File: src/rtl/signed_sar_search_if.sv
// Start/done handshake plus comparator relation signals of the signed SAR engine.
// master = the search engine (drives probe, consumes the g/l/e verdict).
interface signed_sar_search_if;
    logic        start;
    logic        cmp_g;
    logic        cmp_l;
    logic        cmp_e;
    logic [15:0] probe;
    logic        busy;
    logic        done;
    logic [15:0] result;
    logic [4:0]  steps;
    logic        err;

    modport master (
        input  start, cmp_g, cmp_l, cmp_e,
        output probe, busy, done, result, steps, err
    );

    modport slave (
        output start, cmp_g, cmp_l, cmp_e,
        input  probe, busy, done, result, steps, err
    );
endinterface

File: src/rtl/signed_sar_search.sv
// Signed SAR search over an external comparator; done at 16*(1+CMP_LAT)+1 cycles after start.
// Build option SAR_EARLY_EXIT_EN: an equal verdict finishes the search at once.
module signed_sar_search #(
    parameter int CMP_LAT = 0
) (
    input  logic                clk,
    input  logic                rst,
    signed_sar_search_if.master bus
);
    typedef enum logic [1:0] {S_IDLE, S_PROBE, S_WAIT, S_FIN} state_t;

    localparam logic [15:0] SIGN      = 16'h8000;
    localparam logic [2:0]  LAST_WAIT = 3'((CMP_LAT == 0) ? 0 : CMP_LAT - 1);

    state_t      state, state_nxt;
    logic [15:0] acc, acc_nxt, trial, trial_nxt;
    logic [15:0] probe_q, result_q;
    logic [4:0]  steps_q;
    logic [3:0]  bit_idx;
    logic [2:0]  cnt;
    logic        err_q;
    logic        sample, bad, hit, fin_now;

    // Search runs on u = value ^ 0x8000 so an unsigned SAR equals a signed search.
    assign trial     = acc | (16'h0001 << bit_idx);
    assign acc_nxt   = bus.cmp_g ? acc : trial;
    assign trial_nxt = acc_nxt | (16'h0001 << (bit_idx - 4'd1));

    assign bad = ({bus.cmp_g, bus.cmp_l, bus.cmp_e} != 3'b100) &&
                 ({bus.cmp_g, bus.cmp_l, bus.cmp_e} != 3'b010) &&
                 ({bus.cmp_g, bus.cmp_l, bus.cmp_e} != 3'b001);

`ifdef SAR_EARLY_EXIT_EN
    assign hit = bus.cmp_e;
`else
    assign hit = 1'b0;
`endif

    assign fin_now = bad || hit || (bit_idx == 4'd0);

    // The verdict is sampled in the last cycle of each probe window.
    assign sample = ((state == S_PROBE) && (CMP_LAT == 0)) ||
                    ((state == S_WAIT) && (cnt == LAST_WAIT));

    always_ff @(posedge clk) begin
        if (rst) state <= S_IDLE;
        else     state <= state_nxt;
    end

    always_comb begin
        state_nxt = state;
        case (state)
            S_IDLE:  if (bus.start) state_nxt = S_PROBE;
            S_PROBE: begin
                if (CMP_LAT != 0) state_nxt = S_WAIT;
                else              state_nxt = fin_now ? S_FIN : S_PROBE;
            end
            S_WAIT:  if (sample) state_nxt = fin_now ? S_FIN : S_PROBE;
            S_FIN:   state_nxt = S_IDLE;
            default: state_nxt = S_IDLE;
        endcase
    end

    always_comb begin
        bus.busy = (state == S_PROBE) || (state == S_WAIT);
        bus.done = (state == S_FIN);
    end

    always_ff @(posedge clk) begin
        if (rst) begin
            acc      <= '0;
            bit_idx  <= '0;
            cnt      <= '0;
            probe_q  <= '0;
            result_q <= '0;
            steps_q  <= '0;
            err_q    <= 1'b0;
        end else begin
            if ((state == S_IDLE) && bus.start) begin
                acc     <= '0;
                bit_idx <= 4'd15;
                probe_q <= 16'h0000;
                steps_q <= '0;
                err_q   <= 1'b0;
            end
            if (state == S_WAIT) cnt <= cnt + 3'd1;
            else                 cnt <= '0;
            if (sample) begin
                steps_q <= steps_q + 5'd1;
                if (bad) begin
                    err_q    <= 1'b1;
                    result_q <= acc ^ SIGN;
                end else if (hit) begin
                    acc      <= trial;
                    result_q <= probe_q;
                end else begin
                    acc <= acc_nxt;
                    if (bit_idx == 4'd0) begin
                        result_q <= acc_nxt ^ SIGN;
                    end else begin
                        bit_idx <= bit_idx - 4'd1;
                        probe_q <= trial_nxt ^ SIGN;
                    end
                end
            end
        end
    end

    assign bus.probe  = probe_q;
    assign bus.result = result_q;
    assign bus.steps  = steps_q;
    assign bus.err    = err_q;
endmodule

File: src/flat_wrapper.sv
// flat-port wrapper written by rule: the top's interface ports become plain ports
module signed_sar_search_flat 
#(
    parameter int CMP_LAT = 0
)
  (clk, rst, bus_start, bus_cmp_g, bus_cmp_l, bus_cmp_e, bus_probe, bus_busy, bus_done, bus_result, bus_steps, bus_err);
  signed_sar_search_if bus_i ();
  input  logic clk;
  input  logic rst;
  input wire logic [$bits(bus_i.start)-1:0] bus_start;
  input wire logic [$bits(bus_i.cmp_g)-1:0] bus_cmp_g;
  input wire logic [$bits(bus_i.cmp_l)-1:0] bus_cmp_l;
  input wire logic [$bits(bus_i.cmp_e)-1:0] bus_cmp_e;
  output wire logic [$bits(bus_i.probe)-1:0] bus_probe;
  output wire logic [$bits(bus_i.busy)-1:0] bus_busy;
  output wire logic [$bits(bus_i.done)-1:0] bus_done;
  output wire logic [$bits(bus_i.result)-1:0] bus_result;
  output wire logic [$bits(bus_i.steps)-1:0] bus_steps;
  output wire logic [$bits(bus_i.err)-1:0] bus_err;
  assign bus_i.start = bus_start;
  assign bus_i.cmp_g = bus_cmp_g;
  assign bus_i.cmp_l = bus_cmp_l;
  assign bus_i.cmp_e = bus_cmp_e;
  assign bus_probe = bus_i.probe;
  assign bus_busy = bus_i.busy;
  assign bus_done = bus_i.done;
  assign bus_result = bus_i.result;
  assign bus_steps = bus_i.steps;
  assign bus_err = bus_i.err;
  signed_sar_search #(.CMP_LAT(CMP_LAT)) u_core (.clk(clk), .rst(rst), .bus(bus_i));
endmodule
File: config.mk
export PLATFORM = sky130hd
export DESIGN_NAME = signed_sar_search_flat
export DESIGN_NICKNAME = d
export VERILOG_FILES = /design/src/rtl/signed_sar_search_if.sv /design/src/rtl/signed_sar_search.sv /design/src/flat_wrapper.sv
export SDC_FILE = /design/constraint.sdc
export NUM_CORES = 1
export LEC_CHECK = 0
export ABC_CLOCK_PERIOD_IN_PS = 2200
export BUFFER_PORTS_ARGS = -buffer_cell sky130_fd_sc_hd__buf_2
export CAP_MARGIN = 25
export CORE_AREA = 4 4 108 84
export CTS_BUF_LIST = sky130_fd_sc_hd__clkbuf_8
export DETAILED_ROUTE_END_ITERATION = 6
export DIE_AREA = 0 0 112 88
export GPL_TIMING_DRIVEN = 0
export REMOVE_ABC_BUFFERS = 1
export SYNTH_ARGS = -nofsm -noshare
export SYNTH_HDL_FRONTEND = slang
export SYNTH_SLANG_ARGS = --single-unit
File: constraint.sdc
create_clock -name clk -period 2.2 [get_ports clk]
set_input_delay 0.44 -clock clk [delete_from_list [all_inputs] [get_ports clk]]
set_output_delay 0.44 -clock clk [all_outputs]
set_load 0.1 [all_outputs]
Yosys cells after proc, flatten, opt, wreduce, memory -nomap -nowiden:

Index checks and enable logic that the tools add are counted.

* add/subtract/negate cells: 3
* equal/unequal tests: 8
* shift operators: 2
* multiplexer cells: 23
* bitwise gates (word level): 6
* reduce and logical (&&, ||, !) cells: 15

Operators by type and width (count)
* 16-bit 2-to-1 mux: 10
* 16-bit bitwise OR: 2
* 1-bit by 4-bit left shift with 16-bit output, first input constant: 2
* 4-bit 2-to-1 mux: 4
* 5-bit 2-to-1 mux: 2
* 2-bit one-hot mux with 4 select lines: 1
* 2-bit 2-to-1 mux: 3
* 5-bit by 1-bit adder with 5-bit output, second input constant: 1
* 2-bit == test, second input constant: 2
* 1-bit logical AND: 4
* 4-bit zero test: 1
* 1-bit inverter: 4
* 2-bit AND reduction: 2
* 2-bit nonzero test: 2
* 4-bit by 1-bit subtractor with 4-bit output, second input constant: 1
* 3-bit by 1-bit adder with 3-bit output, second input constant: 1
* 3-bit zero test: 1
* 1-bit logical OR: 3
* 1-bit 2-to-1 mux: 3
* 3-bit by 1-bit != test with 1-bit output, second input constant: 1
* 3-bit by 2-bit != test with 1-bit output, second input constant: 1
* 3-bit != test, second input constant: 1
* 2-bit by 1-bit == test with 1-bit output, second input constant: 1
* 2-bit zero test: 1
* other kinds (3): 3

* register bits: 63
* input port bits: 6
* output and inout port bits: 40
* word-level logic and storage cells: 65

Depth between registers and ports, before layout:

* word-level depth: 8
* depth in mapped cells: 10
* gate-level depth less buffers: 6

Worst setup path before layout:

OpenSTA, ideal clock, no wires.

* path type: register to register
* from: register u_core.bit_idx[0]
* to: register u_core.probe_q[4] (netlist: u_core.bus.probe[4])
* library setup time: 0.118 ns
* data arrival time: 1.866 ns
* data required time: 2.082 ns
* slack: 0.217 ns
* stages on the path, launching flop included: 11
* path buffers: 4
* period minus slack after synthesis: 1.983 ns
* cell sequence: dfxtp_1 clkbuf_1 inv_1 ha_1 clkbuf_2 nand2b_1 o221a_1 buf_4 a211oi_2 buf_6 a22o_1

* word-level cells in the longest chain between the ends: 7
* elaborated cells on any way between the ends: 10
* those cells by class: add/sub: 1; shift: 2; mux: 4; bitwise: 2; reduce/logical: 1

RTL lines
* start, declared: RTL line signed_sar_search.sv:19 `logic [3:0] bit_idx;`
* start signal, assigned: RTL line signed_sar_search.sv:101 `bit_idx <= bit_idx - 4'd1;`
* parallel branches: the longest is 4 deep, another holds 4-bit by 1-bit subtractor with 4-bit output
* 16-bit 2-to-1 mux *: RTL line signed_sar_search.sv:98 `if (bit_idx == 4'd0) begin`
* 16-bit 2-to-1 mux *: RTL line signed_sar_search.sv:90 `if (bad) begin`
* 16-bit 2-to-1 mux *: RTL line signed_sar_search.sv:88 `if (sample) begin`
* end signal, assigned: RTL line signed_sar_search.sv:102 `probe_q <= trial_nxt ^ SIGN;`
* end, declared: RTL line signed_sar_search.sv:17 `logic [15:0] probe_q, result_q;`

Every way passes the cells marked *.
A chain may end at the register's enable or synchronous reset.

Worst setup path after layout:

* from: register u_core.bit_idx[1]
* to: register u_core.probe_q[2] (netlist: u_core.bus.probe[2])

The elaborated chain is that of the path after synthesis.

==> impl_metrics.env <==
export IMPL_final_hold_viol_count=0
export IMPL_swShare_pct=45.1
export IMPL_yosys_warnings=0
export IMPL_synth_cells=359
export IMPL_p_leak_nw=1.43
export IMPL_rrSetupSlack_ns=0.11
export IMPL_worstPathArrival_ns=2.37
export IMPL_fin_ws_ns=0.114
export IMPL_netlist_area_um2=3290
export IMPL_synth_edf_count=0
export IMPL_diodes=0
export IMPL_insertion_delay_ns=0.34
export IMPL_crit_path_max_fanout=18
export IMPL_ios=46
export IMPL_numCtsBuffers=9
export IMPL_die_height_um=88
export IMPL_dp_cells=477
export IMPL_drt_met1_wl_um=4490
export IMPL_stdcell_count=497
export IMPL_synthDistinctLibCells=60
export IMPL_reg2reg_depth=7
export IMPL_portBuffers=45
export IMPL_synth_top_family_by_area="compound AO/OA/AOI/OAI gates"
export IMPL_intPower_mw=2.20
export IMPL_grt_pass1_vias=2737
export IMPL_endpoint_kind="register"
export IMPL_dr_pass1_iters=5
export IMPL_worstMarginPinSlew_ns=0.917
export IMPL_gp_congestion=0.915
export IMPL_p_comb_share_pct=40.5
export IMPL_drc=0
export IMPL_drive_gt1_share_pct=26.5
export IMPL_htree_levels=3
export IMPL_seq_area_um2=1270
export IMPL_yosys_area_share_simple_pct=13.4
export IMPL_yosysSeqAreaShare_pct=38.4
export IMPL_cap_violations=0
export IMPL_fin_crit_ns=2.09
export IMPL_syn_avg_cell_area_um2=9.16
export IMPL_finish_utilization_pct=48.6
export IMPL_fillers=759
export IMPL_cts_sinks=63
export IMPL_track_usage_pct=18.1
export IMPL_vdd_ir_drop_worst_mv=0.577
export IMPL_multi_input_area_um2=1890
export IMPL_cp_required_ns=2.48
export IMPL_wl_met2_um=3630
export IMPL_grt_setup_unrepaired="false"
export IMPL_synth_compound_area_share_pct=35.7
export IMPL_initial_utilization_pct=41.7
export IMPL_critical_path_class="register to register"
export IMPL_antenna_left=0
export IMPL_hold_end="u_core.cnt[0]$_SDFF_PP0_"
export IMPL_async_reset_ff_share_pct=0
export IMPL_hold_ws_ns=0.453
export IMPL_grt_pass1_wl_um=14300
export IMPL_r2r_end="u_core.bus.probe[2]$_SDFF_PP0_"
export IMPL_startpoint_type="register"
export IMPL_antenna_found_initial=0
export IMPL_switchingPower_mw=1.81
export IMPL_clk_pin_slew_ns=0.08
export IMPL_final_nets=406
export IMPL_cts_tree="done"
export IMPL_synth_xor_area_share_pct=1.03
export IMPL_setup_viol=0
export IMPL_final_cell_area_um2=3830
export IMPL_min_period_over_period_pct=94.8
export IMPL_coreArea_um2=7880
export IMPL_seqPwrFrac_pct=33.7
export IMPL_clock_path_buffers=2
export IMPL_drt_wl_total_um=8830
export IMPL_status="finished clean"
export IMPL_hold_path_class="register to register"
export IMPL_finClkSkew_ns=0.0114
export IMPL_synthMuxAreaShare_pct=0.343
export IMPL_dpl_hpwl_um=5910
export IMPL_fmax_ghz=0.479
export IMPL_slew_violations=0
export IMPL_overflow=0
export IMPL_synth_area_leaders="dfxtp_1 38%, a21oi_1 7.9%, ha_1 4.9%, a32o_1 3.0%, a211oi_1 2.7%"
export IMPL_synthAdderAreaFrac_pct=4.95
export IMPL_synth_top_cell_by_area="dfxtp_1"
export IMPL_preCtsSetupSlack_ns=-0.827
export IMPL_area_delta_synth_final_pct=16.6
export IMPL_setup_tns_ns=0
export IMPL_vias=2982
export IMPL_synth_ff_latch_count=63
export IMPL_reg2reg_from="u_core.bit_idx[1]$_SDFF_PP0_"
export IMPL_drtIter0Drc=263
export IMPL_dieArea_um2=9860
export IMPL_wl_met3_um=576
export IMPL_synth_top_area_share_pct=38.4
export IMPL_die_w_um=112
export IMPL_synthFlopType="dfxtp_1"
export IMPL_placed_area_um2=3510
export IMPL_wl_per_cell_um=17.8
export IMPL_grt_max_degree=42
export IMPL_min_from="u_core.cnt[0]$_SDFF_PP0_"
export IMPL_dr_max_layer_used="met4"
export IMPL_powerDensity_nw_per_um2=1050
export IMPL_clkPwrFrac_pct=25.8
export IMPL_post_drt_via_cell_ratio=6.00
export IMPL_clockRootBuffer="clkbuf_8"
export IMPL_total_power_mw=4.02
export IMPL_maxSlewHeadroom_pct=38.9
export IMPL_rows=28
export IMPL_holdPathStages=1
[critical path, cell delays in order (launching register included)]
cell and delay (ns):
dfxtp_2 0.37, inv_1 0.17, ha_4 0.30, nand2b_1 0.15
o221a_2 0.41, a211oi_4 0.29, buf_4 0.19, a22o_1 0.14
[how the worst max path moves through the flow]
stage                                                  to                    startpoint
after floorplan           u_core.bus.probe[15]$_SDFF_PP0_  u_core.bit_idx[0]$_SDFF_PP0_
after global placement     u_core.bus.probe[4]$_SDFF_PP0_  u_core.bit_idx[1]$_SDFF_PP0_
after detailed placement   u_core.bus.probe[2]$_SDFF_PP0_  u_core.state[0]$_SDFFE_PP0P_
after CTS                  u_core.bus.probe[5]$_SDFF_PP0_  u_core.bit_idx[2]$_SDFF_PP0_
after global routing       u_core.bus.probe[2]$_SDFF_PP0_  u_core.bit_idx[0]$_SDFF_PP0_
final                      u_core.bus.probe[2]$_SDFF_PP0_  u_core.bit_idx[1]$_SDFF_PP0_
[registers in the layout (all words and copies together), names as in the netlist]
name / count
u_core.state: 2
u_core.acc: 16
u_core.bus.probe: 16
u_core.cnt: 3
u_core.bus.steps: 5
u_core.bus.err: 1
u_core.bus.result: 16
u_core.bit_idx: 4
[layer usage]
| metal | track usage [%] | vias to the layer above |
|---|---|---|
| li1 | - | 1424 |
| met1 | 26.8 | 1429 |
| met2 | 26.1 | 110 |
| met3 | 4.28 | 19 |
| met4 | 5.24 | 0 |
| met5 | 0 | - |
[synthesized netlist by cell type (10+ instances only)]
library cell	number
clkbuf_1	15
nand2_1	16
ha_1	13
buf_2	11
inv_1	11
a21oi_1	52
dfxtp_1	63
a211oi_1	12
and2_1	10
nor2_1	17
a32o_1	10
[final cells by class]
cell class / instances / area share [%]
clock buffer: 10 / 3.59
clock inverter: 6 / 1.80
inverter: 11 / 1.08
multi-input combinational: 252 / 49.4
sequential: 63 / 33.0
tap: 105 / 3.43
timing repair buffer: 50 / 7.70
[power by group through the flow]
stage          registers [mW]  logic (mW)  clock network [mW]
6_report                 1.35        1.63                1.04
5_1_grt                  1.37        1.72                1.12
4_1_cts                  1.34        1.60                1.06
3_3_place_gp             1.37        1.48                   0
3_5_place_dp             1.37        1.52                   0
2_1_floorplan            1.88       0.670                   0
[logic make-up (layout without fill, tap and decap cells)]
| logic type | count (synthesis) | in the layout |
|---|---|---|
| buffers and inverters | 44 | 77 |
| AND/OR/NAND/NOR | 80 | 80 |
| adder cells (fa/ha/maj) | 13 | 13 |
| AO/OA/AOI/OAI | 155 | 155 |
| XOR/XNOR | 3 | 3 |
| flip-flops | 63 | 63 |
| multiplexers | 1 | 1 |
[placed cells by master, fill, tap and decap left out, drive strengths merged, types with 4 or more instances in the layout]
master	count
clkbuf	10
a32o	10
o2bb2ai	6
inv	12
buf	50
and2	10
a221oi	8
nand3	4
o211ai	6
nand2	16
dfxtp	63
ha	13
nor3	9
a22o	5
a221o	6
nor2	20
o21ai	10
a211oi	19
a31oi	9
a21oi	53
[timing repair]
item | in CTS | in global routing
hold buffers | 0 | 0
pin swaps | 3 | 0
endpoints found under the setup margin | 41 | 24
endpoints found under the hold margin | 0 | 0
buffers inserted | 4 | 0
resized for setup | 10 | 10
(Power assumes the default switching activity.)
